[src/rtl/baud_gen_frac.sv]
// Fractional-N baud generator: oversample tick, mid-bit strobe and baud tick from one clock.
// The divisor is double-buffered and swaps at a baud boundary so a running bit is never distorted.
module baud_gen_frac #(
    parameter int OVERSAMPLE   = 16,
    parameter int DIV_W        = 16,
    parameter int FRAC_W       = 4,
    parameter int DIV_INT_RST  = 54,
    parameter int DIV_FRAC_RST = 4
) (
    input  logic              clk,
    input  logic              reset,
    input  logic              en,
    input  logic              sync,
    input  logic              div_wr,
    input  logic [DIV_W-1:0]  div_int_in,
    input  logic [FRAC_W-1:0] div_frac_in,
    output logic              tick_os,
    output logic              mid_tick,
    output logic              baud_tick,
    output logic              div_pending
);

    localparam int OS_W = $clog2(OVERSAMPLE);
    localparam logic [OS_W-1:0] OS_LAST    = OS_W'(OVERSAMPLE - 1);
    localparam logic [OS_W-1:0] OS_MID_PRE = OS_W'(OVERSAMPLE / 2 - 1);

    function automatic logic [DIV_W-1:0] clamp_div(input logic [DIV_W-1:0] d);
        return (d < DIV_W'(2)) ? DIV_W'(2) : d;
    endfunction

    logic [DIV_W-1:0]  r_div_int;
    logic [FRAC_W-1:0] r_div_frac;
    logic [DIV_W-1:0]  r_sh_int;
    logic [FRAC_W-1:0] r_sh_frac;
    logic              r_pending;
    logic              r_en_d;
    logic [DIV_W:0]    r_cnt;
    logic [OS_W-1:0]   r_os;
    logic [FRAC_W-1:0] r_acc;
    logic              r_c;
    logic              r_tick_os;
    logic              r_mid;
    logic              r_baud;

    logic [DIV_W-1:0]  w_d_eff;
    logic [DIV_W:0]    w_last;
    logic              w_bnd;
    logic              w_baud_bnd;
    logic              w_mid_bnd;
    logic              w_rise;
    logic [FRAC_W:0]   w_sum;

    // Period length is D plus the carry left by the previous boundary.
    assign w_d_eff    = clamp_div(r_div_int);
    assign w_last     = {1'b0, w_d_eff} + {{DIV_W{1'b0}}, r_c} - (DIV_W+1)'(1);
    assign w_bnd      = en & ~sync & (r_cnt >= w_last);
    assign w_baud_bnd = w_bnd & (r_os == OS_LAST);
    assign w_mid_bnd  = w_bnd & (r_os == OS_MID_PRE);
    assign w_rise     = en & ~r_en_d;
    assign w_sum      = {1'b0, r_acc} + {1'b0, r_div_frac};

    always_ff @(posedge clk or posedge reset) begin
        if (reset) begin
            r_cnt     <= '0;
            r_os      <= '0;
            r_acc     <= '0;
            r_c       <= 1'b0;
            r_tick_os <= 1'b0;
            r_mid     <= 1'b0;
            r_baud    <= 1'b0;
        end else begin
            r_tick_os <= w_bnd;
            r_mid     <= w_mid_bnd;
            r_baud    <= w_baud_bnd;
            if (!en || sync) begin
                r_cnt <= '0;
                r_os  <= '0;
                r_acc <= '0;
                r_c   <= 1'b0;
            end else if (w_bnd) begin
                r_cnt <= '0;
                r_os  <= (r_os == OS_LAST) ? '0 : r_os + 1'b1;
                r_acc <= w_sum[FRAC_W-1:0];
                r_c   <= w_sum[FRAC_W];
            end else begin
                r_cnt <= r_cnt + 1'b1;
            end
        end
    end

    // Disabled, sync or first enabled cycle: a write lands at once; otherwise it waits for a baud edge.
    always_ff @(posedge clk or posedge reset) begin
        if (reset) begin
            r_div_int  <= DIV_W'(DIV_INT_RST);
            r_div_frac <= FRAC_W'(DIV_FRAC_RST);
            r_sh_int   <= '0;
            r_sh_frac  <= '0;
            r_pending  <= 1'b0;
            r_en_d     <= 1'b0;
        end else begin
            r_en_d <= en;
            if (div_wr) begin
                r_sh_int  <= div_int_in;
                r_sh_frac <= div_frac_in;
            end
            if (!en) begin
                if (div_wr) begin
                    r_div_int  <= div_int_in;
                    r_div_frac <= div_frac_in;
                    r_pending  <= 1'b0;
                end
            end else if (sync || w_rise) begin
                if (div_wr) begin
                    r_div_int  <= div_int_in;
                    r_div_frac <= div_frac_in;
                    r_pending  <= 1'b0;
                end else if (r_pending) begin
                    r_div_int  <= r_sh_int;
                    r_div_frac <= r_sh_frac;
                    r_pending  <= 1'b0;
                end
            end else begin
                if (w_baud_bnd && r_pending) begin
                    r_div_int  <= r_sh_int;
                    r_div_frac <= r_sh_frac;
                end
                if (div_wr) begin
                    r_pending <= 1'b1;
                end else if (w_baud_bnd) begin
                    r_pending <= 1'b0;
                end
            end
        end
    end

    assign tick_os     = r_tick_os;
    assign mid_tick    = r_mid;
    assign baud_tick   = r_baud;
    assign div_pending = r_pending;

endmodule

[config.mk]
export PLATFORM = sky130hd
export DESIGN_NAME = baud_gen_frac
export DESIGN_NICKNAME = d
export VERILOG_FILES = /design/src/rtl/baud_gen_frac.sv
export SDC_FILE = /design/constraint.sdc
export NUM_CORES = 1
export LEC_CHECK = 0
export ABC_AREA = 1
export BUFFER_PORTS_ARGS = -buffer_cell sky130_fd_sc_hd__buf_2
export CORE_MARGIN = 1.5
export CORE_UTILIZATION = 58
export CTS_CLUSTER_SIZE = 40
export DETAILED_ROUTE_END_ITERATION = 6
export GPL_TIMING_DRIVEN = 0
export PLACE_DENSITY_LB_ADDON = 0.3
export SYNTH_ARGS = -nofsm -noshare
export SYNTH_HDL_FRONTEND = slang
export SYNTH_SLANG_ARGS = --single-unit
[constraint.sdc]
create_clock -name clk -period 4.3 [get_ports clk]
set_clock_uncertainty 0.15 [all_clocks]
set_input_delay 0.86 -clock clk [delete_from_list [all_inputs] [get_ports clk]]
set_output_delay 0.86 -clock clk [all_outputs]
set_load 0.1 [all_outputs]
== Word level (Yosys, flattened, before mapping) ==
Index checks and enable logic that the tools add are counted.
Operators by class
  bitwise logic cells: 7
  $lt $le $gt $ge: 2
  add/subtract/negate cells: 5
  reductions and logical operators: 9
  multiplexer cells: 27
  eq/ne operators: 4
Operators by type and width (count)
  $mux 16: 7
  $mux 4: 11
  $mux 17: 2
  $add 16x1->17: 1
  $add 17x1->17 const B: 1
  $ge 17x17->1: 1
  $sub 17x1->17 const B: 1
  $lt 16x2->1 const B: 1
  $mux 1: 7
  $add 4x4->5: 1
  $and 1x1->1: 5
  $add 4x1->4 const B: 1
  $eq 4x3->1 const B: 1
  $eq 4x4->1 const B: 1
  $reduce_bool 2->1: 2
  $ne 3x1->1 const B: 1
  $ne 3x3->1 const B: 1
  $reduce_and 3->1: 1
  $reduce_bool 3->1: 1
  $logic_or 1x1->1: 2
  $not 1->1: 2
  $reduce_and 2->1: 1
  $logic_and 1x1->1: 1
  $logic_not 1->1: 1
Word-level totals
  word-level logic and storage cells: 67
  output and inout bits: 4
  input bits: 25
  flip-flop bits (word level): 71

== Logic depth before layout (Yosys ltp) ==
Gate-level depths: netlist of the first run.
  depth in word-level cells: 11
  depth in mapped cells: 26
  mapped depth without buffers: 25

== Worst setup path after synthesis of the first run ==
OpenSTA, ideal clock, no wires.
  path kind: flip-flop to flip-flop
  start: register r_div_int[7]
  end: register r_div_int[11]
  buffers on the path: 1
  required time: 4.084 ns
  slack: 0.820 ns
  library setup time: 0.066 ns
  data arrival time: 3.264 ns
  clock period less this slack: 3.480 ns
  stages on the path, launching flop included: 26
  path through: dfrtp_1 > or2_1 > nor2_1 > nand4_1 > nand2_1 > ha_1 > ha_1 > nand2_1 > nor2_1 > nand2_1 > nor3_1 > nand2_1 > a21oi_1 > ha_1 > nand2_1 > nor2_1 > nand3_1 > nor2_1 > nor2_1 > nand3_2 > nand4_1 > nand2_1 > nand2_1 > buf_2 > nand2_1 > nand2_1
Between the ends
  longest elaborated chain between the ends: 10
RTL lines
  start: declaration: RTL line 31  | logic [DIV_W-1:0] r_div_int;
  start signal: assignment: RTL line 94  | r_div_int <= DIV_W'(DIV_INT_RST);
  start signal: assignment: RTL line 108  | r_div_int <= div_int_in;
  start signal: assignment: RTL line 114  | r_div_int <= div_int_in;
  $lt 16x2->1: RTL line 28  | return (d < DIV_W'(2)) ? DIV_W'(2) : d;
  $mux 16 *: RTL line 28
  $add 16x1->17 *: RTL line 55  | assign w_last = {1'b0, w_d_eff} + {{DIV_W{1'b0}}, r_c} - (DIV_W+1)'(1);
  $sub 17x1->17 *: RTL line 55
  $ge 17x17->1 *: RTL line 56  | assign w_bnd = en & ~sync & (r_cnt >= w_last);
  $and 1x1->1 *: RTL line 56
  $and 1x1->1 *: RTL line 57  | assign w_baud_bnd = w_bnd & (r_os == OS_LAST);
  $logic_and 1x1->1 *: RTL line 123  | if (w_baud_bnd && r_pending) begin
  $ne 3x1->1 (no source line) *
  $reduce_and 3->1 (no source line) *
Mark *: on every way between the ends. The rest lies on a longest branch, timed or not.
A chain may end at the register's enable or synchronous reset.

== Final worst setup path of the first run ==
  start: register r_div_int[11]
  end: register r_cnt[11]
Between the ends
  longest elaborated chain between the ends: 8
RTL lines
  $lt 16x2->1: RTL line 28
  $mux 16 *: RTL line 28
  $add 16x1->17 *: RTL line 55
  $sub 17x1->17 *: RTL line 55
  $ge 17x17->1 *: RTL line 56
  $and 1x1->1 *: RTL line 56
  $mux 17 *: RTL line 80  | end else if (w_bnd) begin
  $mux 17 *: RTL line 75  | if (!en || sync) begin
  end signal: assignment: RTL line 86  | r_cnt <= r_cnt + 1'b1;
  end: declaration: RTL line 37  | logic [DIV_W:0] r_cnt;
Marks and branches as above.

==> qor.txt, run 1 <==
Area after DPL -> 4560 µm²
met1 usage -> 33.7%
kind of critical path -> flop to flop
CP bufs+invs -> 2
Max Cap Viol -> 0
sequential cell area -> 1780 µm²
mean area per synthesized cell -> 7.56 µm²
final net count -> 661
maximum VDD drop -> 0.000190 V
FMAX -> 253 MHz
area of the multi-input gates -> 2220 µm²
post-synthesis cell type count -> 34
Worst EP required -> 4.43 ns
Pwr per Cell Area -> 346 nW/µm²
total grt overflow -> 0
# fillers -> 627
drt pass-1 iters -> 5
CP startpoint kind -> flop
CP max stage delay -> 0.47 ns
CP Cell Sequence -> nor2_1 > nand2_1 > nor2_2 > nand4_1 > nand2_1 > ha_1 > ha_1 > nand2_1 > nor2_2 > nand2_1 > nor3_2 > nand2_1 > a21oi_1 > ha_1 > nand2_1 > nor2_1 > nand3_1 > nor2_1 > nor2_1 > nand4_1 > inv_2 > buf_4 > nand2_1 > a21oi_1
Yosys top cell by area -> dfrtp_1
Die Ht -> 89.1 µm
antenna diode instance count -> 0
residual DRC count -> 0
synth top area cells -> dfrtp_1 (38%), nand2_1 (12%), ha_1 (7.3%)
Initial Util -> 59.6%
Worst Path Max Fanout -> 10
sequential fraction of the synthesis area -> 41.5%
Cells after Synth -> 568
Synth top area share -> 38.4%
cts hold-fix bufs -> 0
global-route wire length before repair -> 16000 µm
met2 GRT Util -> 44.1%
initial antenna violation count -> 0
Core Box Area -> 7210 µm²
cell area after synthesis -> 4300 µm²
CTS Sinks -> 71
fin. max-slew vios -> 0
CTS Root Cell -> clkbuf_8
CTS Buf Count -> 9
Die Area -> 7930 µm²
GRT busiest layer -> met2
Yosys warning count -> 0
Port Buffers -> 27
Most Frequent Cell on Critical Path -> nand2_1
slowest CP cell -> dfrtp_1
post-route ant nets -> 0
GP Congestion -> 0.954
Critical Path Sink Type -> flop
Reg clk slew, reported paths -> 0.08 ns
HP Class -> flop to flop
worst setup margin -> 0.347 ns
CTS tree -> done
cell family with most CP delay -> simple AND/OR/NAND/NOR gates
Clock Path Buffers -> 2
H-tree Lvls -> 3
IO Count -> 29
Post-synth top flop -> dfrtp_1
HPWL after DPL -> 6890 µm
share of cells above drive strength 1 -> 14.5%
worst-margin pin slew -> 0.863 ns
vias in the first global route -> 3577
via count -> 3796
commonest cells after routing, fill and taps aside -> nand2_1 (141), nor2_1 (67), dfrtp_1 (66)
Starting DRT DRC Count -> 167
met3 Resource Use GR -> 3.05%
worst skew pair latency -> 0.35 ns
commonest non-fill, non-tap cell in the layout -> nand2_1
asr flop ratio synth -> 100%
outcome -> finished, final reports clean
EDFF count, synth -> 0
Pleak -> 2.41 nW
relative slew slack -> 42.4%
Final Cycle Share -> 91.9%
Layout area overhead -> 11.7%
Avg Vias per Cell -> 5.32
Final min period -> 3.95 ns
RSZ-0062 raised after global routing -> false
fin area -> 4800 µm²
syn_nets -> 619
pre-CTS setup slack -> 0.128 ns
critical path arrival -> 4.08 ns
reg-to-reg slack, setup -> 0.35 ns
row cnt -> 31
GRT Total Usage -> 25.9%
per-cell routed wire length -> 13.3 µm
Die X-Extent -> 89.1 µm
pin count of the biggest net entering global routing -> 72
final setup fails -> 0
Setup TNS -> 0 ns
hold slack final -> 0.289 ns
Final Hold Viols -> 0
Seq cells post-synth -> 71
final wirelength -> 9510 µm
[cell type report]
| cell class | instances | area share [%] |
|---|---|---|
| sequential | 71 | 37.2 |
| timing repair buffer | 31 | 3.44 |
| multi-input combinational | 418 | 46.4 |
| clock inverter | 6 | 1.28 |
| buffer | 21 | 1.93 |
| clock buffer | 10 | 2.66 |
| inverter | 58 | 4.59 |
| tap | 99 | 2.58 |
[cells by family after synthesis]
kind of cell,synth area share (%)
AND/OR/NAND/NOR,28.2
AO/OA/AOI/OAI,11.5
buffers and inverters,7.22
XOR/XNOR,3.87
adder cells (fa/ha/maj),7.75
flip-flops,41.5
[routing by layer]
layer | up-vias | part of all wire (%)
met3 | 19 | 3.6
met5 | - | 0
li1 | 1932 | -
met4 | 0 | 1.7
met1 | 1753 | 45
met2 | 92 | 49
[stage by stage]
stage	std cells	total power, mW	utilization (%)
4_1_cts	710	1.66	65.8
3_3_place_gp	694	1.12	63.1
3_5_place_dp	694	1.14	63.2
2_1_floorplan	568	1.04	-
6_report	714	1.66	66.5
5_1_grt	714	1.76	66.5
[final timing paths]
path | from | to | depth (start not counted)
worst max-delay path | r_div_int[11]$_DFFE_PP0P_ | r_cnt[11]$_DFF_PP0_ | 24
worst min-delay path | r_os[3]$_DFFE_PP0P_ | mid_tick$_DFF_PP0_ | 1
worst max register to register | r_div_int[11]$_DFFE_PP0P_ | r_cnt[11]$_DFF_PP0_ | 24
worst min register to register | r_os[3]$_DFFE_PP0P_ | mid_tick$_DFF_PP0_ | 1
max in group asynchronous | reset | r_cnt[14]$_DFF_PP0_ | 2
min in group asynchronous | reset | r_div_frac[0]$_DFFE_PP0P_ | 2
[synth_stat cells, types with 2 or more instances]
master,count
ha_1,25
nor2_1,70
a21oi_1,14
a21o_1,2
o21ai_0,46
a22o_1,2
o21ai_1,24
nand2_2,3
dfstp_2,5
xor2_1,9
o31ai_1,2
nor3_1,9
clkbuf_1,12
nand3_1,35
nor2_4,2
inv_2,6
nand2_1,141
inv_1,52
buf_2,8
dfrtp_1,66
xnor2_1,10
nand3_2,3
nor2_2,6
nand4_1,6
[where the power goes]
group | switching, mW | internal (mW) | total [mW]
logic | 0.226 | 0.129 | 0.355
registers | 0.0569 | 0.727 | 0.784
clock network | 0.258 | 0.266 | 0.524
[timing repair]
item                       CTS  global route
setup buffers                0             4
setup endpoints to repair    0            45
resized for setup            0             5
[flip-flops by register name (all words and copies together), names as in the netlist]
register,cells
r_acc,4
r_div_int,16
tick_os,1
r_div_frac,4
r_sh_frac,4
r_os,4
r_sh_int,16
r_en_d,1
r_cnt,17
baud_tick,1
mid_tick,1
div_pending,1
r_c,1
Power figures use the tool's default switching activity.
==> run 2, diff against run 1 <==
--- a/config.mk
+++ b/config.mk
@@ -5,7 +5,6 @@
 export SDC_FILE = /design/constraint.sdc
 export NUM_CORES = 1
 export LEC_CHECK = 0
-export ABC_AREA = 1
 export BUFFER_PORTS_ARGS = -buffer_cell sky130_fd_sc_hd__buf_2
 export CORE_MARGIN = 1.5
 export CORE_UTILIZATION = 58
==> run 2 against run 1 <==
Non-clock buffer count up 7. Critical path type unchanged. Largest cell class unchanged. Clock power grew 24%. Critical path depth is 9 lower. Die area down 6.2%. Design area increased by 5.6%. Fmax down 13%. First-iteration DRC count up 9.0%. The flow now finishes with violations (setup timing).
==> qor.txt, run 2 <==
Reg-to-Reg Start -> r_div_int[11]$_DFFE_PP0P_ (unchanged)
# fillers -> 409 (was 627)
Pwr per Cell Area -> 372 nW/µm² (was 346 nW/µm²)
GP Congestion -> 0.796 (was 0.954)
post-synthesis cell type count -> 46 (was 34)
Final min period -> 4.56 ns (was 3.95 ns)
Clk pwr share -> 34.5% (was 31.5%)
cts hold-fix bufs -> 0 (unchanged)
Die X-Extent -> 86.3 µm (was 89.1 µm)
Clock Path Buffers -> 2 (unchanged)
maximum VDD drop -> 0.000288 V (was 0.000190 V)
global-route wire length before repair -> 14500 µm (was 16000 µm)
Gate power share -> 22.0% (was 21.3%)
mean area per synthesized cell -> 11.6 µm² (was 7.56 µm²)
IO Count -> 29 (unchanged)
Port Buffers -> 27 (unchanged)
relative slew slack -> 43.1% (was 42.4%)
antenna diode instance count -> 0 (unchanged)
via count -> 2924 (was 3796)
vias in the first global route -> 3008 (was 3577)
pin count of the biggest net entering global routing -> 72 (unchanged)
GRT Total Usage -> 25.3% (was 25.9%)
Worst Path Max Fanout -> 5 (was 10)
CTS Buf Count -> 9 (unchanged)
Starting DRT DRC Count -> 182 (was 167)
post-route ant nets -> 0 (unchanged)
worst setup margin -> -0.265 ns (was 0.347 ns)
Min-Delay Startpoint -> r_sh_int[2]$_DFFE_PP0P_ (was r_os[3]$_DFFE_PP0P_)
Final Cycle Share -> 106% (was 91.9%)
Area after DPL -> 4320 µm² (was 4560 µm²)
residual DRC count -> 0 (unchanged)
Initial Util -> 59.5% (was 59.6%)
HPWL after DPL -> 5520 µm (was 6890 µm)
commonest cells in the netlist -> dfrtp_1 (66), mux2_2 (40), nor2_1 (31), ha_1 (25), mux2_4 (20) (was nand2_1 (141), nor2_1 (70), dfrtp_1 (66), inv_1 (52), o21ai_0 (46))
Critical Path Sink Type -> flop (unchanged)
Worst EP required -> 4.39 ns (was 4.43 ns)
Core Box Area -> 6760 µm² (was 7210 µm²)
sequential cell area -> 1790 µm² (was 1780 µm²)
Pleak -> 2.31 nW (was 2.41 nW)
initial antenna violation count -> 0 (unchanged)
final setup fails -> 32 (was 0)
Yosys top cell by area -> dfrtp_1 (unchanged)
final net count -> 457 (was 661)
share of cells above drive strength 1 -> 45.0% (was 14.5%)
Layout area overhead -> 26.0% (was 11.7%)
critical path arrival -> 4.65 ns (was 4.08 ns)
CP startpoint kind -> flop (unchanged)
HP Class -> flop to flop (unchanged)
Largest register FFs -> 17 (unchanged)
Psw -> 536 µW (was 541 µW)
Max Cap Viol -> 0 (unchanged)
commonest cells after routing, fill and taps aside -> dfrtp_1 (63), mux2_2 (40), nor2_1 (29) (was nand2_1 (141), nor2_1 (67), dfrtp_1 (66))
Post-synth top flop -> dfrtp_1 (unchanged)
failing checks -> setup timing
cell area after synthesis -> 4020 µm² (was 4300 µm²)
Reg clk slew, reported paths -> 0.08 ns (about the same)
worst skew pair latency -> 0.35 ns (about the same)
fin. max-slew vios -> 0 (unchanged)
total grt overflow -> 0 (unchanged)
Internal -> 1.35 mW (was 1.12 mW)
outcome -> finished with violations (was finished, final reports clean)
fin area -> 5070 µm² (was 4800 µm²)
Synth top area share -> 41.1% (was 38.4%)
CP Launch Point -> r_div_int[11]$_DFFE_PP0P_ (unchanged)
CTS Sinks -> 71 (unchanged)
Yosys warning count -> 0 (unchanged)
CTS Root Cell -> clkbuf_8 (unchanged)
Final Hold Viols -> 0 (unchanged)
H-tree Lvls -> 3 (unchanged)
Die Ht -> 86.3 µm (was 89.1 µm)
FMAX -> 219 MHz (was 253 MHz)
CTS tree -> done (unchanged)
syn_nets -> 398 (was 619)
final wirelength -> 9770 µm (was 9510 µm)
sequential fraction of the synthesis area -> 44.4% (was 41.5%)
Most flops, register -> r_cnt (unchanged)
kind of critical path -> flop to flop (unchanged)
row cnt -> 30 (was 31)
RSZ-0062 raised after global routing -> true (was false)
pre-CTS setup slack -> -0.376 ns (was 0.128 ns)
per-cell routed wire length -> 19.9 µm (was 13.3 µm)
asr flop ratio synth -> 100% (unchanged)
Cells after Synth -> 347 (was 568)
Sw Share -> 28.5% (was 32.5%)
hold slack final -> 0.357 ns (was 0.289 ns)
worst-margin pin slew -> 0.853 ns (was 0.863 ns)
Avg Vias per Cell -> 5.96 (was 5.32)
count leader, synth -> dfrtp_1 (was nand2_1)
area of the multi-input gates -> 2460 µm² (was 2220 µm²)
Die Area -> 7440 µm² (was 7930 µm²)
largest registers -> r_cnt x17, r_div_int x16, r_sh_int x16 (unchanged)
synth top area cells -> dfrtp_1 (41%), mux2_2 (11%), ha_1 (7.8%) (was dfrtp_1 (38%), nand2_1 (12%), ha_1 (7.3%))
drt pass-1 iters -> 4 (was 5)
Flop pwr share -> 43.5% (was 47.1%)
EDFF count, synth -> 0 (unchanged)
commonest non-fill, non-tap cell in the layout -> dfrtp_1 (was nand2_1)
Seq cells post-synth -> 71 (unchanged)
-- run 2: changes by cell type after synthesis, moves of 8 or more --
cell | before | now
nand2_1 | 141 | 17
nor2_1 | 70 | 31
mux2_4 | 0 | 20
mux2_2 | 0 | 40
inv_1 | 52 | 8
o21ai_0 | 46 | 7
o21ai_1 | 24 | 0
nand3_1 | 35 | 18
xor2_1 | 9 | 17
-- run 2: stage by stage --
| step | utilization, % | TNS, ns | total power [mW] | std cells |
|---|---|---|---|---|
| 2_1_floorplan | - | 0 | 1.05 | 347 |
| 3_3_place_gp | 63.9 | -6.49 | 1.12 | 454 |
| 3_5_place_dp | 63.9 | -12.52 | 1.14 | 454 |
| 4_1_cts | 71.2 | -1.91 | 1.83 | 482 |
| 5_1_grt | 75.0 | -10.39 | 1.95 | 491 |
| 6_report | 75.0 | -5.88 | 1.88 | 491 |
-- run 2: timing repair --
| item | 4_1_cts | 5_1_grt |
|---|---|---|
| buffers inserted | 11 | 8 |
| gates resized for setup | 29 | 40 |
| pin swaps | 13 | 24 |
| endpoints found under the setup margin | 50 | 46 |
| gates cloned | 1 | 3 |
-- run 2: area by class of cell --
type,instances,share of cell area [%]
multi-input cells,257,48.5
flip-flops and latches,71,35.3
repair buffers,49,6.99
clock buffers,10,2.52
clock inverters,6,2.15
well taps,80,1.98
plain buffers,10,1.95
inverters,8,0.642
-- run 2: final timing paths --
kind	endpoint	slack, ns	depth (start not counted)
max	r_div_int[10]$_DFFE_PP0P_	-0.26	15
min	r_sh_int[2]$_DFFE_PP0P_	0.36	1
max reg2reg	r_div_int[10]$_DFFE_PP0P_	-0.26	15
min reg2reg	r_sh_int[2]$_DFFE_PP0P_	0.36	1
max in group asynchronous	r_div_int[11]$_DFFE_PP0P_	2.86	2
min in group asynchronous	r_sh_int[2]$_DFFE_PP0P_	0.53	2
-- run 2: worst max-delay path, stage by stage, from the launching register on --
cell,delay [ns]
dfrtp_2,0.45
or3_4,0.36
nand4bb_4,0.28
nor3b_4,0.26
nand2b_4,0.17
ha_4,0.14
ha_4,0.16
nand3_2,0.09
or4_4,0.45
ha_4,0.31
nand4_4,0.10
or4_4,0.49
o211a_4,0.27
a21oi_4,0.27
buf_6,0.19
mux2_4,0.30
-- run 2: power by group through the flow --
stage	Clock, mW	Sequential, mW	Combinational, mW
finish	0.651	0.820	0.415
global route	0.681	0.827	0.447
CTS	0.652	0.808	0.374
detailed placement	0	0.812	0.325
global placement	0	0.807	0.309
floorplan	0	0.798	0.257
-- run 2: cells by family (layout without fill, tap and decap cells) --
kind of cell / Yosys count / in the layout / share of synthesized area (%)
compound gates: 37 / 37 / 6.44
xor+xnor: 28 / 28 / 6.10
fa+ha+maj: 26 / 26 / 8.28
buf+inv: 19 / 83 / 2.46
flops: 71 / 71 / 44.4
mux: 62 / 62 / 19.2
simple gates: 104 / 104 / 13.2
-- run 2: per-layer routing --
layer,vias up,GRT usage [%],routed length [µm]
met5,-,0,0
met4,0,11.0,291
met3,28,3.43,307
met2,57,42.2,4990
met1,1481,33.2,4180
li1,1358,-,-
==> run 3, diff against run 2 <==
--- a/config.mk
+++ b/config.mk
@@ -6,8 +6,10 @@
 export NUM_CORES = 1
 export LEC_CHECK = 0
 export BUFFER_PORTS_ARGS = -buffer_cell sky130_fd_sc_hd__buf_2
+export CELL_PAD_IN_SITES_DETAIL_PLACEMENT = 1
+export CELL_PAD_IN_SITES_GLOBAL_PLACEMENT = 2
 export CORE_MARGIN = 1.5
-export CORE_UTILIZATION = 58
+export CORE_UTILIZATION = 37
 export CTS_CLUSTER_SIZE = 40
 export DETAILED_ROUTE_END_ITERATION = 6
 export GPL_TIMING_DRIVEN = 0
==> constraint.sdc (replaced) <==
create_clock -name clk -period 3.8 [get_ports clk]
set_clock_uncertainty 0.15 [all_clocks]
set_input_delay 0.76 -clock clk [delete_from_list [all_inputs] [get_ports clk]]
set_output_delay 0.76 -clock clk [all_outputs]
set_load 0.1 [all_outputs]
==> run 3 against run 2 <==
The run still ends with setup timing left. Design area grew 5.3%. Worst setup slack worse by 0.45 ns. Register-to-register slack lost 0.45 ns. Utilization is 24 points lower. Via count decreased by 0.58%. Combinational power increased by 15%. Routed wire length increased by 2.2%. Total power is 18% higher. Worst hold slack got worse by 0.074 ns.
==> qor.txt, run 3 (synthesized netlist as in run 2, its figures left out) <==
Core Box Area -> 10400 µm² (was 6760 µm²)
Die Area -> 11500 µm² (was 7440 µm²)
residual DRC count -> 0 (unchanged)
Largest register FFs -> 17 (unchanged)
CTS Sinks -> 71 (unchanged)
commonest non-fill, non-tap cell in the layout -> dfrtp_1 (unchanged)
Starting DRT DRC Count -> 75 (was 182)
slowest CP cell -> or4_4 (unchanged)
share of cells above drive strength 1 -> 47.5% (was 45.0%)
GP Congestion -> 0.730 (was 0.796)
total grt overflow -> 0 (unchanged)
Crit path depth -> 18 (was 15)
CP endpoint -> r_div_frac[3]$_DFFE_PP0P_ (was r_div_int[10]$_DFFE_PP0P_)
vias in the first global route -> 3194 (was 3008)
CP Cell Sequence -> or3_4 > nand4bb_4 > nor3b_4 > nand2b_4 > ha_4 > nor2b_4 > and3_4 > nand2_4 > buf_4 > xor2_1 > ha_1 > nand2_1 > or4_4 > o211a_4 > a21oi_4 > buf_12 > buf_8 > mux2_4 (was or3_4 > nand4bb_4 > nor3b_4 > nand2b_4 > ha_4 > ha_4 > nand3_2 > or4_4 > ha_4 > nand4_4 > or4_4 > o211a_4 > a21oi_4 > buf_6 > mux2_4)
final net count -> 463 (was 457)
Internal -> 1.62 mW (was 1.35 mW)
CTS Buf Count -> 9 (unchanged)
met2 GRT Util -> 32.8% (was 42.2%)
reg-to-reg slack, setup -> -0.72 ns (was -0.26 ns)
outcome -> finished with violations (unchanged)
global-route wire length before repair -> 16200 µm (was 14500 µm)
initial antenna violation count -> 0 (unchanged)
met1 usage -> 22.8% (was 33.2%)
Area after DPL -> 4460 µm² (was 4320 µm²)
Most flops, register -> r_cnt (unchanged)
worst skew pair latency -> 0.36 ns (was 0.35 ns)
placed insts -> 511 (was 454)
relative slew slack -> 51.7% (was 43.1%)
failing checks -> setup timing (unchanged)
Flop pwr share -> 41.2% (was 43.5%)
Clock Path Buffers -> 2 (unchanged)
IO Count -> 29 (unchanged)
Layout area overhead -> 32.7% (was 26.0%)
Critical Path Sink Type -> flop (unchanged)
CP startpoint kind -> flop (unchanged)
row cnt -> 37 (was 30)
Final Total Pwr -> 2.23 mW (was 1.88 mW)
FMAX -> 221 MHz (was 219 MHz)
Finished Core Util -> 51.2% (was 75.0%)
worst reg-to-reg path cell count -> 18 (was 15)
maximum VDD drop -> 0.000198 V (was 0.000288 V)
Pleak -> 2.37 nW (was 2.31 nW)
CTS tree -> done (unchanged)
met3 Resource Use GR -> 2.49% (was 3.43%)
RSZ-0062 raised after global routing -> true (unchanged)
post-route ant nets -> 0 (unchanged)
Psw -> 607 µW (was 536 µW)
drt pass-1 iters -> 5 (was 4)
largest registers -> r_cnt x17, r_div_int x16, r_sh_int x16 (unchanged)
Gate power share -> 21.4% (was 22.0%)
HPWL after DPL -> 6530 µm (was 5520 µm)
via count -> 2907 (was 2924)
Port Buffers -> 27 (unchanged)
Max Cap Viol -> 0 (unchanged)
Final min period -> 4.52 ns (was 4.56 ns)
Final Hold Viols -> 0 (unchanged)
worst setup margin -> -0.715 ns (was -0.265 ns)
commonest cells after routing, fill and taps aside -> dfrtp_1 (63), mux2_2 (40), buf_2 (27) (was dfrtp_1 (63), mux2_2 (40), nor2_1 (29))
per-cell routed wire length -> 18.0 µm (was 19.9 µm)
Worst Path Max Fanout -> 5 (unchanged)
Initial Util -> 38.6% (was 59.5%)
fin area -> 5330 µm² (was 5070 µm²)
fin. max-slew vios -> 0 (unchanged)
Clk pwr share -> 37.4% (was 34.5%)
Pwr per Cell Area -> 418 nW/µm² (was 372 nW/µm²)
CP bufs+invs -> 3 (was 1)
R2R Path End -> r_div_frac[3]$_DFFE_PP0P_ (was r_div_int[10]$_DFFE_PP0P_)
kind of critical path -> flop to flop (unchanged)
GRT Total Usage -> 18.7% (was 25.3%)
H-tree Lvls -> 3 (unchanged)
CTS Root Cell -> clkbuf_8 (unchanged)
HP Class -> input port to async pin (was flop to flop)
Avg Vias per Cell -> 5.26 (was 5.96)
pin count of the biggest net entering global routing -> 38 (was 72)
cell family with most CP delay -> simple AND/OR/NAND/NOR gates (unchanged)
worst-margin pin slew -> 0.724 ns (was 0.853 ns)
final setup fails -> 50 (was 32)
Final Cycle Share -> 119% (was 106%)
Die Ht -> 107 µm (was 86.3 µm)
Die X-Extent -> 107 µm (was 86.3 µm)
Worst EP required -> 3.90 ns (was 4.39 ns)
Sw Share -> 27.3% (was 28.5%)
Reg clk slew, reported paths -> 0.09 ns (was 0.08 ns)
GRT busiest layer -> met2 (unchanged)
CP max stage delay -> 0.52 ns (was 0.49 ns)
antenna diode instance count -> 0 (unchanged)
final wirelength -> 9980 µm (was 9770 µm)
Setup TNS -> -28.60 ns (was -5.88 ns)
critical path arrival -> 4.61 ns (was 4.65 ns)
Reg-to-Reg Start -> r_div_int[11]$_DFFE_PP0P_ (unchanged)
CP Launch Point -> r_div_int[11]$_DFFE_PP0P_ (unchanged)
cts hold-fix bufs -> 0 (unchanged)
Finished Layout Cells -> 553 (was 491)
run 3: changes by cell type in the layout (fill, tap and decap cells not counted), sizes merged:
cell    delta
clkinv     -1
buf        +7
inv        -1
bufinv     +1
run 3: how the worst min path moves through the flow:
stage / to / depth (start not counted) / slack, ns / startpoint
6_report: r_cnt[6]$_DFF_PP0_ / 2 / 0.28 / reset
5_1_grt: r_cnt[4]$_DFF_PP0_ / 2 / 0.31 / reset
4_1_cts: r_cnt[15]$_DFF_PP0_ / 2 / 0.28 / reset
3_5_place_dp: r_sh_int[1]$_DFFE_PP0P_ / 1 / 0.34 / r_sh_int[1]$_DFFE_PP0P_
3_3_place_gp: r_sh_int[0]$_DFFE_PP0P_ / 1 / 0.34 / r_sh_int[0]$_DFFE_PP0P_
2_1_floorplan: r_sh_frac[0]$_DFFE_PP0P_ / 1 / 0.33 / r_sh_frac[0]$_DFFE_PP0P_
run 3: per-layer routing:
layer / vias up / share of wire (%)
met5: - / 0
met4: 0 / 2.0
met3: 13 / 2.1
met2: 34 / 52
met1: 1488 / 44
li1: 1372 / -
run 3: power groups by stage:
stage / Combinational [mW] / Clock [mW] / Sequential (mW)
floorplan: 0.292 / 0 / 0.903
global placement: 0.359 / 0 / 0.917
detailed placement: 0.379 / 0 / 0.923
CTS: 0.464 / 0.853 / 0.914
global route: 0.524 / 0.876 / 0.927
finish: 0.477 / 0.833 / 0.918
run 3: worst register-to-register path, stage by stage, from the launching register on:
cell       delay (ns)
dfrtp_2          0.42
or3_4            0.38
nand4bb_4        0.25
nor3b_4          0.24
nand2b_4         0.16
ha_4             0.14
nor2b_4          0.16
and3_4           0.22
nand2_4          0.08
buf_4            0.16
xor2_1           0.14
ha_1             0.28
nand2_1          0.09
or4_4            0.52
o211a_4          0.27
a21oi_4          0.15
buf_12           0.15
buf_8            0.14
mux2_4           0.30
run 3: final cells by class:
class                   count  area, µm²
repair buffers             55        478
well taps                 136        170
fillers                  1092       5080
inverters                   8       32.5
plain buffers              10       92.6
flip-flops and latches     71       1790
clock buffers              11        141
multi-input cells         257       2500
clock inverters             5        129
run 3: what timing repair did:
action | CTS | global route
setup endpoints to repair | 50 | 50
pin swaps | 11 | 28
setup buffers | 16 | 8
resized for setup | 26 | 50
cloned | 3 | 2
run 3: stage by stage:
| stage | hold WS, ns | worst slack, ns |
|---|---|---|
| final | 0.284 | -0.715 |
| after global routing | 0.314 | -0.871 |
| after CTS | 0.284 | -0.718 |
| after detailed placement | 0.344 | -0.990 |
| after global placement | 0.335 | -0.866 |
| after floorplan | 0.327 | -0.434 |
